[src/rtl/prog_sequencer_pkg.sv]
// Shared definitions for the program sequencer: opcode decode field,
// the two opcodes the sequencer reacts to, and the FSM state encoding.
package prog_sequencer_pkg;

    // Opcode field inside an instruction word
    localparam int OP_LSB = 6;
    localparam int OP_MSB = 8;

    typedef logic [OP_MSB-OP_LSB:0] opcode_t;

    localparam opcode_t OP_MVI  = 3'b001;  // two-word instruction (immediate follows)
    localparam opcode_t OP_HALT = 3'b111;  // end of program

    typedef enum logic [3:0] {
        S_IDLE,
        S_F_OP,
        S_L_OP,
        S_F_IMM,
        S_L_IMM,
        S_ISSUE,
        S_WAIT,
        S_HALTED,
        S_ERROR
    } seq_state_t;

    // Extract the opcode from the low bits of an instruction word
    function automatic opcode_t decode_op(input logic [OP_MSB:0] word_low);
        return word_low[OP_MSB:OP_LSB];
    endfunction

    // Idle-like states accept a new Start; every other state is busy
    function automatic logic is_busy_state(input seq_state_t s);
        return !(s inside {S_IDLE, S_HALTED, S_ERROR});
    endfunction

endpackage

[src/rtl/seq_watchdog.sv]
// Clearable up-counter with a terminal-count flag. It counts the cycles
// the sequencer has spent waiting for the processor's Done and stops at
// TIMEOUT-1 so it can never wrap back to a harmless value.
module seq_watchdog #(
    parameter int TIMEOUT = 15
) (
    input  logic clk,
    input  logic rst_n,
    input  logic clear,
    input  logic inc,
    output logic terminal
);

    localparam int CNT_W = (TIMEOUT > 1) ? $clog2(TIMEOUT) : 1;
    localparam logic [CNT_W-1:0] LAST = CNT_W'(TIMEOUT - 1);

    logic [CNT_W-1:0] count;

    // Count wait cycles; clear has priority, saturate at the terminal value
    always_ff @(posedge clk or negedge rst_n) begin
        // NOTE: sequential state uses non-blocking assignments so every flop
        // samples the pre-edge value of its inputs, independent of block order.
        if (!rst_n) begin
            count <= '0;
        end else if (clear) begin
            count <= '0;
        end else if (inc && (count != LAST)) begin
            count <= count + CNT_W'(1);
        end
    end

    assign terminal = (count == LAST);

endmodule

[src/rtl/prog_sequencer.sv]
// Program sequencer: fetches instructions from a synchronous ROM starting at
// address 0, issues each one to the processor with a single-cycle Run pulse,
// holds the mvi immediate on Din until Done, and stops on HALT or when the
// processor fails to answer within TIMEOUT wait cycles.
module prog_sequencer
    import prog_sequencer_pkg::*;
#(
    parameter int ADDR_W  = 5,
    parameter int DATA_W  = 16,
    parameter int TIMEOUT = 15
) (
    input  logic              clk,
    input  logic              Resetn,
    input  logic              Start,
    output logic [ADDR_W-1:0] mem_addr,
    input  logic [DATA_W-1:0] mem_rdata,
    output logic [DATA_W-1:0] proc_din,
    output logic              Run,
    input  logic              Done,
    output logic              busy,
    output logic              halted,
    output logic              timeout_err,
    output logic [7:0]        instr_count
);

    seq_state_t        state;
    logic [ADDR_W-1:0] pc;
    logic [DATA_W-1:0] op_reg;
    logic [DATA_W-1:0] imm_reg;

    opcode_t rdata_op;
    logic    held_is_mvi;
    logic    wdog_clear;
    logic    wdog_inc;
    logic    wdog_terminal;

    assign rdata_op    = decode_op(mem_rdata[OP_MSB:0]);
    assign held_is_mvi = (decode_op(op_reg[OP_MSB:0]) == OP_MVI);

    // The watchdog restarts on every issue and runs only while Done is absent
    assign wdog_clear = (state == S_ISSUE);
    assign wdog_inc   = (state == S_WAIT) && !Done;

    seq_watchdog #(
        .TIMEOUT (TIMEOUT)
    ) u_watchdog (
        .clk      (clk),
        .rst_n    (Resetn),
        .clear    (wdog_clear),
        .inc      (wdog_inc),
        .terminal (wdog_terminal)
    );

    // Sequencer FSM together with the pc, instruction and immediate registers
    always_ff @(posedge clk or negedge Resetn) begin
        if (!Resetn) begin
            state       <= S_IDLE;
            pc          <= '0;
            op_reg      <= '0;
            imm_reg     <= '0;
            instr_count <= '0;
        end else begin
            case (state)
                // Start is only honoured when nothing is in flight; restarting
                // from HALTED/ERROR clears the flag simply by leaving the state.
                S_IDLE, S_HALTED, S_ERROR: begin
                    if (Start) begin
                        pc          <= '0;
                        instr_count <= '0;
                        state       <= S_F_OP;
                    end
                end

                // ROM is presenting pc this cycle; data arrives next cycle
                S_F_OP: state <= S_L_OP;

                // pc always advances, so after HALT it points past the HALT word
                S_L_OP: begin
                    op_reg <= mem_rdata;
                    pc     <= pc + ADDR_W'(1);
                    if (rdata_op == OP_HALT) begin
                        state <= S_HALTED;
                    end else if (rdata_op == OP_MVI) begin
                        state <= S_F_IMM;
                    end else begin
                        state <= S_ISSUE;
                    end
                end

                // pc already points at the immediate (wraps to 0 at the top)
                S_F_IMM: state <= S_L_IMM;

                S_L_IMM: begin
                    imm_reg <= mem_rdata;
                    pc      <= pc + ADDR_W'(1);
                    state   <= S_ISSUE;
                end

                S_ISSUE: state <= S_WAIT;

                S_WAIT: begin
                    if (Done) begin
                        if (instr_count != 8'hFF) begin
                            instr_count <= instr_count + 8'd1;
                        end
                        state <= S_F_OP;
                    end else if (wdog_terminal) begin
                        state <= S_ERROR;
                    end
                end

                default: state <= S_IDLE;
            endcase
        end
    end

    assign mem_addr = pc;

    // Processor-facing outputs decoded purely from registered state
    always_comb begin
        // NOTE: every output gets a default before the case so no path leaves
        // it unassigned, which would otherwise infer a latch.
        proc_din = '0;
        Run      = 1'b0;
        case (state)
            S_ISSUE: begin
                Run      = 1'b1;
                proc_din = op_reg;
            end
            S_WAIT: begin
                if (held_is_mvi) begin
                    proc_din = imm_reg;
                end
            end
            default: ;
        endcase
    end

    assign busy        = is_busy_state(state);
    assign halted      = (state == S_HALTED);
    assign timeout_err = (state == S_ERROR);

endmodule
[config.mk]
export PLATFORM = sky130hd
export DESIGN_NAME = prog_sequencer
export DESIGN_NICKNAME = d
export VERILOG_FILES = /design/src/rtl/prog_sequencer_pkg.sv /design/src/rtl/seq_watchdog.sv /design/src/rtl/prog_sequencer.sv
export SDC_FILE = /design/constraint.sdc
export NUM_CORES = 1
export LEC_CHECK = 0
export CORE_MARGIN = 2
export CORE_UTILIZATION = 51
export CTS_CLUSTER_DIAMETER = 50
export DETAILED_ROUTE_END_ITERATION = 7
export GPL_TIMING_DRIVEN = 0
export PLACE_DENSITY_LB_ADDON = 0.25
export SYNTH_ARGS = -nofsm -noshare
export SYNTH_HDL_FRONTEND = slang
export SYNTH_SLANG_ARGS = --single-unit
export TNS_END_PERCENT = 5
[constraint.sdc]
create_clock -name clk -period 2.3 [get_ports clk]
set_input_delay 0.23 -clock clk [delete_from_list [all_inputs] [get_ports clk]]
set_output_delay 0.23 -clock clk [all_outputs]
set_load 0.02 [all_outputs]
Yosys cells after proc, flatten, opt, wreduce, memory -nomap -nowiden:

Index checks and enable logic that the tools add are counted.

* bits in registers: 53
* bits of input ports: 20
* output and inout bits: 33
* logic and storage cells: 58

* equality and inequality tests: 18
* reduce and logical (&&, ||, !) cells: 14
* mux-type cells: 17
* add/subtract/negate cells: 3

Operators with widths (count)
* $pmux W16 S2: 1
* $pmux W4 S7: 1
* $mux W8: 3
* $mux W4: 5
* $eq A4 B3 Y1 const B: 4
* $mux W16: 1
* $pmux W8 S2: 1
* $pmux W5 S2: 1
* $add A8 B1 Y8 const B: 1
* $eq A4 B2 Y1 const B: 2
* $eq A4 B4 Y1 const B: 2
* $ne A8 B8 Y1 const B: 1
* $eq A3 B1 Y1 const B: 2
* $mux W3: 2
* $reduce_bool A2 Y1: 3
* $add A5 B1 Y5 const B: 1
* $mux W5: 1
* $add A4 B1 Y4 const B: 1
* $eq A4 B1 Y1 const B: 1
* $logic_not A4 Y1: 1
* $ne A2 B2 Y1 const B: 2
* $ne A4 B4 Y1 const B: 1
* $reduce_and A2 Y1: 2
* $reduce_and A4 Y1: 1
* other kinds (9): 11

Longest topological paths before layout:

* depth in word-level cells: 5
* gate-level depth with buffers: 6
* mapped depth without buffers: 6

Modules after synthesis:

Synthesis repeated with hierarchy kept, for this count alone.

* cell total of the unflattened synthesis: 295
* area total of the unflattened synthesis: 2612.5 um^2

Modules (own cells, without submodules)
* prog_sequencer: area each 2391.0 um^2, cells an instance 271, seq. area each 1226.2 um^2, instances 1
* seq_watchdog: area each 221.5 um^2, cells an instance 24, seq. area each 100.1 um^2, instances 1

Worst setup path after synthesis:

Ideal clock, no wire load.

* kind: reg2out
* start point: register state[3]
* end point: output port proc_din[0]
* setup slack: 0.426 ns
* data required time: 2.070 ns
* cell stages (with the launch flop): 6
* buffers on the path: 2
* arrival: 1.644 ns
* path through: dfrtp_1 buf_2 nand4bb_4 nor4b_4 buf_2 a22o_1

* longest elaborated chain between the ends: 2
* elaborated cells between the ends (all ways): 3
* classes of those cells: 2 x eq/ne; 1 x mux

Ends and longest elaborated chain
* start: declaration: RTL line prog_sequencer.sv:26 `seq_state_t state;`
* start signal: assignment: RTL line prog_sequencer.sv:57 `state <= S_IDLE;`
* start signal: assignment: RTL line prog_sequencer.sv:70 `state <= S_F_OP;`
* start signal: assignment: RTL line prog_sequencer.sv:75 `S_F_OP: state <= S_L_OP;`
* $eq A4 B3 Y1: RTL line prog_sequencer.sv:125 `case (state)`
* $pmux W16 S2 *: RTL line prog_sequencer.sv:125
* end: declaration: RTL line prog_sequencer.sv:17 `output logic [DATA_W-1:0] proc_din,`

Every way passes the cells marked *; elsewhere a longest branch is shown, timed or not.

Worst setup path in the final report:

* start point: register state[3]
* end point: output port proc_din[4]

Same word-level chain as after synthesis.

==> metrics.txt <==
outcome=finished clean; pre-CTS setup slack=-0.361 ns; Synth Area per Inst=12.5 µm²; TritonCTS clock tree=done; placed insts=336; Pre-antenna DRT Iters=4; Critical Path RT=2.07 ns; met3 Usage GRT=4.86%; synthesized flop and latch total=53; pin count of the biggest net entering global routing=41; die footprint=5860 µm²; largest fanout on the critical path=10; final WL=5610 µm; vias in the first global route=1,975; DRT antenna net count=0; IO Port Bufs=51; Comb pwr share=45.8%; Synth top area share=49.4%; final net count=302; synthesized instance count=214; number of library cell types mapped by synthesis=49; post-route clock period utilization=96.3%; utilization after layout=66.9%; fraction of layout cells with a size suffix above 1=33.5%; VDD IR max=0.605 mV; clock power share=15.9%; grt met1 use=24.0%; count of final setup violators=0; FF+latch area=1330 µm²; DP HPWL=3820 µm; sequential-to-total area share from yosys stat=49.4%; Vias=1,978; fin cells=348; Sw Ratio=36.1%; RSZ-0062 raised after global routing=true; clock sink count=53; ANT cells=0; global-route usage over all layers=20.0%; Placer Congestion=0.803; PwrDens=1180 nW/µm²; Hold WS=0.350 ns; CTS Buffer Depth=2; global-route wire length before repair=9460 µm; fmax=0.452 GHz; Final min period=2.21 ns; area leader, netlist=dfrtp_1; # Max-Cap Violations=0; Std-Cell Rows=26; clock slew at reported path FFs=0.09 ns; global routing's busiest layer=met2; Leak Pwr=0.00151 µW; switching power of the nets=1460 µW; critical path class=reg2out; clock skew=0.00750 ns; Initial Util=52.5%; clock buffer count from CTS=5; DR vias/cell=5.68; CP Launch Type=register; max_slew headroom=59.6%; most common cell after layout, fill and taps aside=dfrtp_1; Die W=76.5 µm; H-tree levels=2; Syn Nets=238; Multi-input gate area=1280 µm²; Fin. Hold Viols=0; Fill cells=402; final setup margin=0.0859 ns; Area Overhead vs Synth=27.3%; total negative slack=0 ns; WL/cell=16.1 µm; Hold WC Path Type=in2async; Sequential Power Share=38.3%; main area contributors after synthesis=dfrtp_1 49%, mux2_2 14%, a22o_1 6.2%, nor4b_4 2.7%, ha_1 1.9%; yosys warns=0; Initial DRC Count=56; num ports=53; core box area=5110 µm²; synthesized area=2680 µm²; die height=76.5 µm; Clock Latency Late Sink=0.31 ns; grt total ovfl=0; GR Util met2=35.9%; initial antenna violation count=0; final-report max-slew violation count=0; P_int=2580 µW; Critical Path End Type=output pin; Clock Root Buffer=clkbuf_8; DRC Markers=0; worst slew pin tran=0.604 ns; Arr. time, crit path=1.98 ns; most frequent cells in the layout=52 x dfrtp_1, 33 x mux2_2, 32 x clkdlybuf4s50_1
## metrics by stage
stage / instance area (µm²) / power (µW)
after detailed placement: 3300 / 3440
after global placement: 3280 / 3370
final: 3420 / 4040
after floorplan: 2680 / 2840
after global routing: 3420 / 4300
after CTS: 3360 / 4020
## path summary, 6_finish.rpt
check,from,end,slack (ns),cells past startpoint
setup / recovery,state[3]$_DFFE_PN0P_,proc_din[4],0.09,6
hold / removal,Resetn,instr_count[2]$_DFFE_PN0P_,0.35,2
setup reg to reg,state[3]$_DFFE_PN0P_,imm_reg[8]$_DFFE_PN0N_,0.29,4
hold reg to reg,op_reg[4]$_DFFE_PN0P_,op_reg[4]$_DFFE_PN0P_,0.51,1
max in group asynchronous,Resetn,state[3]$_DFFE_PN0P_,1.42,3
min in group clk,Done,instr_count[0]$_DFFE_PN0P_,0.50,3
## final cells by class
class	instances	area share [%]
buffer	12	2.42
clock buffer	5	2.01
clock inverter	2	1.14
inverter	4	0.439
multi-input combinational	145	37.5
sequential	53	38.9
tap	70	2.56
timing repair buffer	57	15.0
## power groups by stage
stage,Combinational [µW],Clock [µW],Sequential (µW)
after floorplan,1280,0,1560
after global placement,1820,0,1550
after detailed placement,1870,0,1570
after CTS,1820,648,1550
after global routing,2020,686,1600
final,1850,641,1550
## cells in the mapped netlist (all sizes together)
cell type  instances
nor4               1
xnor2              3
mux2i              2
nand3              8
ha                 4
nor2              10
a21o               1
clkbuf             2
nand2b             3
a41oi              1
nor4b              5
o311a              1
nand4bb            1
buf               10
and3               4
a221o              2
o2bb2ai            1
a21oi              4
and4               1
o211a              1
and2               2
a22o              19
o21ba              1
or2                1
dfrtp             53
o21ai             10
o211ai             1
nand2              6
a32oi              1
mux2              33
o311ai             1
xor2               1
a21bo              1
a31o               2
inv                4
nor3               5
nand4b             1
and4bb             2
a31oi              3
o41ai              2
## kinds of logic after synthesis
family	count (synthesis)	synth area share (%)
AOI/OAI and AO/OA	52	15.6
xor gates and xnor gates	4	1.31
buffers and inverters	16	3.03
and+or+nand+nor	50	14.2
DFF	53	49.4
adders and majority gates	4	1.86
muxes	35	14.6
## layer usage
metal | vias up | part of all wire (%)
li1 | 939 | -
met2 | 47 | 53
met1 | 985 | 42
met3 | 7 | 4.4
met4 | 0 | 1.0
met5 | - | 0
## critical path, stage by stage, from the launching register on
cell       delay [ns]
dfrtp_2          0.44
buf_6            0.14
nand4bb_4        0.25
nor4b_4          0.35
buf_4            0.22
a22o_1           0.15
buf_6            0.12
## timing repair
action | CTS | global route
gates cloned | 0 | 1
endpoints found under the setup margin | 18 | 17
endpoints found under the hold margin | 13 | 0
pin swaps | 1 | 3
hold buffers | 1 | 0
setup buffers | 1 | 2
resized for setup | 71 | 15
Power figures use the tool's default switching activity.
